**config.mk**
```make
export PLATFORM = sky130hd
export DESIGN_NAME = carry_lookahead_adder
export DESIGN_NICKNAME = d
export VERILOG_FILES = /design/src/rtl/cla_pkg.sv /design/src/rtl/cla_group4.sv /design/src/rtl/carry_lookahead_adder.sv
export SDC_FILE = /design/constraint.sdc
export NUM_CORES = 1
export LEC_CHECK = 0
export ABC_CLOCK_PERIOD_IN_PS = 800
export CORE_AREA = 2 2 39 41
export DETAILED_ROUTE_END_ITERATION = 12
export DIE_AREA = 0 0 41 43
export PLACE_DENSITY = 0.63
export SLEW_MARGIN = 15
export SYNTH_ARGS = -nofsm -noshare
export SYNTH_HDL_FRONTEND = slang
export SYNTH_HIERARCHICAL = 1
export SYNTH_SLANG_ARGS = --single-unit
export TNS_END_PERCENT = 20
```
**constraint.sdc**
```tcl
create_clock -name clk -period 0.8 [get_ports clk]
set_input_delay 0.16 -clock clk [delete_from_list [all_inputs] [get_ports clk]]
set_output_delay 0.16 -clock clk [all_outputs]
set_load 0.005 [all_outputs]
```
**src/rtl/cla_pkg.sv**
```systemverilog
// Shared constants and types for the carry-lookahead adder.
// The lookahead is organised as 4-bit groups joined by a second-level carry unit.
package cla_pkg;

  localparam int CLA_GROUP_W       = 4;
  localparam int CLA_DEFAULT_WIDTH = 4;

  // Group generate/propagate pair handed from each slice to the second level.
  typedef struct packed {
    logic g;
    logic p;
  } gp_t;

endpackage : cla_pkg

```
**src/rtl/cla_group4.sv**
```systemverilog
// 4-bit carry-lookahead slice: two-level internal carries, group G/P for the next level.
// Group G and P depend only on a and b, so they never wait on cin.
module cla_group4
  import cla_pkg::*;
(
  input  logic [CLA_GROUP_W-1:0] a,
  input  logic [CLA_GROUP_W-1:0] b,
  input  logic                   cin,
  output logic [CLA_GROUP_W-1:0] sum,
  output logic                   G,
  output logic                   P
);

  logic [CLA_GROUP_W-1:0] g;
  logic [CLA_GROUP_W-1:0] p;
  logic [CLA_GROUP_W-1:0] c;

  assign g = a & b;
  assign p = a ^ b;

  // Every carry is a flat sum of products of g, p and cin.
  assign c[0] = cin;
  assign c[1] = g[0]
              | (p[0] & cin);
  assign c[2] = g[1]
              | (p[1] & g[0])
              | (p[1] & p[0] & cin);
  assign c[3] = g[2]
              | (p[2] & g[1])
              | (p[2] & p[1] & g[0])
              | (p[2] & p[1] & p[0] & cin);

  assign G = g[3]
           | (p[3] & g[2])
           | (p[3] & p[2] & g[1])
           | (p[3] & p[2] & p[1] & g[0]);
  assign P = &p;

  assign sum = p ^ c;

endmodule : cla_group4

```
**src/rtl/carry_lookahead_adder.sv**
```systemverilog
// Registered WIDTH-bit adder A+B+carryin built from 4-bit lookahead groups and a
// second-level carry unit. Define CLA_OVERFLOW_EN to add the registered signed 'overflow' output.
module carry_lookahead_adder
  import cla_pkg::*;
#(
  parameter int WIDTH = CLA_DEFAULT_WIDTH
) (
  input  logic             clk,
  input  logic             rst,
  output logic [WIDTH-1:0] Y,
  output logic             carryout,
  input  logic [WIDTH-1:0] A,
  input  logic [WIDTH-1:0] B,
  input  logic             carryin
`ifdef CLA_OVERFLOW_EN
  ,
  output logic             overflow
`endif
);

  localparam int NUM_GROUPS = WIDTH / CLA_GROUP_W;

  if ((WIDTH % CLA_GROUP_W) != 0 || WIDTH < CLA_GROUP_W) begin : g_bad_width
    $error("carry_lookahead_adder: WIDTH must be a positive multiple of 4");
  end

  gp_t  [NUM_GROUPS-1:0] gp;
  logic [NUM_GROUPS:0]   group_c;
  logic [WIDTH-1:0]      sum;
  logic                  prod;

  for (genvar j = 0; j < NUM_GROUPS; j++) begin : g_group
    cla_group4 u_group (
      .a   (A[j*CLA_GROUP_W +: CLA_GROUP_W]),
      .b   (B[j*CLA_GROUP_W +: CLA_GROUP_W]),
      .cin (group_c[j]),
      .sum (sum[j*CLA_GROUP_W +: CLA_GROUP_W]),
      .G   (gp[j].g),
      .P   (gp[j].p)
    );
  end

  // Second level: carry into group j is an OR of product terms over lower groups,
  // so no carry waits on another group's carry.
  always_comb begin
    // NOTE: every variable gets a value before any conditional use, so no latch is inferred.
    group_c    = '0;
    prod       = 1'b0;
    group_c[0] = carryin;
    for (int j = 1; j <= NUM_GROUPS; j++) begin
      for (int k = 0; k < j; k++) begin
        prod = gp[k].g;
        for (int m = k + 1; m < j; m++) begin
          prod = prod & gp[m].p;
        end
        group_c[j] = group_c[j] | prod;
      end
      prod = carryin;
      for (int m = 0; m < j; m++) begin
        prod = prod & gp[m].p;
      end
      group_c[j] = group_c[j] | prod;
    end
  end

`ifdef CLA_OVERFLOW_EN
  logic carry_into_msb;

  // sum[msb] = a^b^c_in, so the carry into the MSB falls out of the sum bit.
  assign carry_into_msb = sum[WIDTH-1] ^ A[WIDTH-1] ^ B[WIDTH-1];

  always_ff @(posedge clk or posedge rst) begin
    if (rst) begin
      overflow <= 1'b0;
    end else begin
      overflow <= group_c[NUM_GROUPS] ^ carry_into_msb;
    end
  end
`endif

  always_ff @(posedge clk or posedge rst) begin
    // NOTE: registers use non-blocking assignments so all flops update together at the edge.
    if (rst) begin
      Y        <= '0;
      carryout <= 1'b0;
    end else begin
      Y        <= sum;
      carryout <= group_c[NUM_GROUPS];
    end
  end

endmodule : carry_lookahead_adder

```
Yosys cells after proc, flatten, opt, wreduce, memory -nomap -nowiden
Index checks and enable logic that the tools add are counted.

storage, ports and cells
  memory bits (writable) = 0
  latch bits = 0
  memory bits (read-only) = 0
  logic and storage cells = 31
  memories = 0
  input bits = 11
  register bits after elaboration = 5
  output and inout port bits = 5

cells by class
  divide/modulo/power cells = 0
  equal/unequal tests = 0
  shift operators = 0
  order comparisons = 0
  multiplexer cells = 0
  reductions and logical operators = 1
  add/sub/neg operators = 0
  $mul = 0
  bitwise gates (word level) = 28

operators with widths
  operator             count
  AND 1 bit            15
  OR 1 bit             10
  XOR 4 bit            2
  AND 4 bit            1
  AND reduction 4 bit  1

Depth between registers and ports, before layout
  depth after elaboration = 6
  mapped depth = 5
  mapped depth without buffers = 5

Cells and area by module
Netlist, hierarchy kept.

modules (own cells, without submodules)
  module                 cells an instance  instances  area an instance (um^2)  seq. area each (um^2)
  cla_group4             21                 1          170.2                    0.0
  carry_lookahead_adder  7                  1          136.4                    125.1

Worst setup path after synthesis
Ideal clock, no wire load.

  path kind = input to register
  from = in A[2]
  to = reg carryout
  data required time = 0.682 ns
  library setup time = 0.118 ns
  stages on the path = 5
  buffers on the path = 0
  path slack = -0.356 ns
  arrival = 1.038 ns
  cell sequence = ha_1 -> a21oi_1 -> nand2_1 -> a21o_1 -> a21o_1

RTL lines
  element               line                         text
  start, declared       carry_lookahead_adder.sv:12  input logic [WIDTH-1:0] A,
  end signal, assigned  carry_lookahead_adder.sv:88  carryout <= group_c[NUM_GROUPS];
  end, declared         carry_lookahead_adder.sv:11  output logic carryout,

==> flow_summary.ini <==
[critical_path]
path_class = input port to register
slowest_stage = ha_4
cpMostUsedCell = a21o_1
worstPathMaxFanout = 4
cp_cell_sequence = buf_6, ha_4, a21oi_4, nand2_1, a21o_1, a21o_1
end_kind = register
cpPeakStageDelay_ns = 0.25
critPathLaunchType = input port
cp.arrival_ns = 0.99
crit_required_ns = 0.92

[drt]
drtIter0Drc = 1
drc_errors = 0
maxUsedRoutingLayer = met3
post_drt_wl_per_cell_um = 9.265
viasPerCell = 4.176
routed_wl_um = 630
drt-met1-wl_um = 239
ant_nets = 0
wl_met2_um = 346
vias = 284
drtPass1Iterations = 2
wl_met3_um = 44

[timing]
rsz0062_at_grt = yes
setup_viol = 6
max_clock_freq_ghz = 1.148
setup_slack_ns = -0.07096
worst_slew_pin_slew_ns = 0.1771
post-route-period-util = 1.089
slew_headroom = 0.8818
hold_violations = 0
fin_crit_ns = 0.8710
drv_slew = 0

[placement]
place_congestion = 0.7243
placed_cells = 63
place_worst_setup_slack_ns = -0.7275
place_hpwl_um = 500
io_buffers = 15

[global_routing]
antenna_found_initial = 0
track_usage = 0.09137
grt_pass1_vias = 329
grt_max_degree = 6
grt_overflow = 0
grt_pass1_wl_mm = 1.117

[cells_and_area]
diodes = 0
final_common_cell = buf_2
final_cell_mix = buf_2 (9), dfrtp_1 (5), inv_1 (5), buf_6 (5), ha_4 (4)
instances_no_fill = 68
layout-area-overhead-vs-synth_pct = 87.35
nNetsFinal = 69
drive_above_1_share = 0.5577

[synth]
synthesis.nets = 44
synth_area_um2 = 306.5
syn_area_per_cell_um2 = 10.95
ys_seq_area_frac = 0.4082
ys_types = 13
syn-instance-count = 28
ys_warn_count = 6
ys_ff_latch = 5

[floorplan]
die_height_um = 43
die_x_um = 41
dieArea_um2 = 1763
start_util = 0.2215
core_area_um2 = 1384
fp-row-count = 14
io_pins = 16

[min_path]
hp-class = input port to async pin

[power_and_ir_drop]
p_per_area_nw_per_um2 = 1550
leakage_uw = 0.0002856
ir_drop_v = 0.0003588

[run]
max_cap_violations = 0

[run_status]
status = finished with violations
violations = setup timing

[clock_tree]
cts_made_buffers = 3
hold_buffers = 0
cts_tree = yes
cts_buffer_depth = 2
cts.sinks = 5
htreeDepth = 1
root_buffer = clkbuf_4
clkTransAtPathRegs_ns = 0.04
==> worst max-delay path: cells and delay by family <==
family	cells	cell delay (ns)
compound gates	3	0.42
fa+ha+maj	1	0.25
buf+inv	1	0.10
simple gates	1	0.06
==> registers in the layout, summed over array words and instances, names as in the netlist <==
signal and count:
Y 4, carryout 1
==> routing by layer <==
metal  track usage  vias to the layer above
met3       0.01571                        0
met1       0.07717                      132
met2        0.1719                       10
met4       0.06000                        0
li1              -                      142
met5             0                        -
==> area by class of cell <==
| type | count | area [um2] |
|---|---|---|
| clock buffers | 4 | 26.28 |
| well taps | 16 | 20.02 |
| repair buffers | 20 | 151.4 |
| flip-flops and latches | 5 | 125.1 |
| multi-input cells | 18 | 232.7 |
| inverters | 5 | 18.77 |
| fillers | 146 | 809.5 |
==> cells in the mapped netlist <==
cell type,n,area share
ha_1,4,0.16
a21oi_2,1,0.029
fa_1,1,0.065
inv_1,5,0.061
and4_2,1,0.033
nand3_1,2,0.033
nand2_1,1,0.012
dfrtp_1,5,0.41
a21oi_1,1,0.016
xor2_1,1,0.029
nand4_1,1,0.020
a21o_1,3,0.073
xnor2_1,2,0.057
==> worst max path at each step <==
stage	start	to	slack, ns
floorplan	B[2]	carryout$_DFF_PP0_	-0.17
global placement	B[2]	carryout$_DFF_PP0_	-0.73
detailed placement	B[2]	carryout$_DFF_PP0_	-0.73
CTS	A[2]	carryout$_DFF_PP0_	-0.12
global route	B[2]	carryout$_DFF_PP0_	-0.12
finish	B[2]	carryout$_DFF_PP0_	-0.07
==> logic make-up (layout without fill, tap and decap cells) <==
group           after synthesis  after routing  share of synthesized area
fa+ha+maj                     5              5                     0.2286
compound gates                5              5                     0.1184
flops                         5              5                     0.4082
simple gates                  5              5                    0.09796
buf+inv                       5             29                    0.06123
xor+xnor                      3              3                    0.08573
==> stage by stage <==
step	setup TNS, ns	instance area, um2	hold WS (ns)	utilization	power (uW)
floorplan	-0.5206	335.3	-0.06148	-	444.5
global placement	-3.886	535.5	0.3655	0.3870	625.0
detailed placement	-3.916	535.5	0.3789	0.3870	627.0
CTS	-0.4600	566.8	0.1245	0.4096	899.5
global route	-0.6045	574.3	0.1286	0.4150	972.9
finish	-0.3529	574.3	0.1234	0.4150	890.4
==> power by group <==
group	leakage [uW]	switching [uW]	internal [uW]
sequential	0.0000587	7.63	298
clock	0.0000150	91.5	188
combinational	0.000212	124	182
==> timing repair <==
action                                 CTS  global route
setup endpoints to repair               10             7
pin swaps                               10             4
gates resized for setup                 61             1
endpoints found under the hold margin    0             0
gates cloned                             0             0
setup buffers                            1             0
Power figures use the tool's default switching activity.
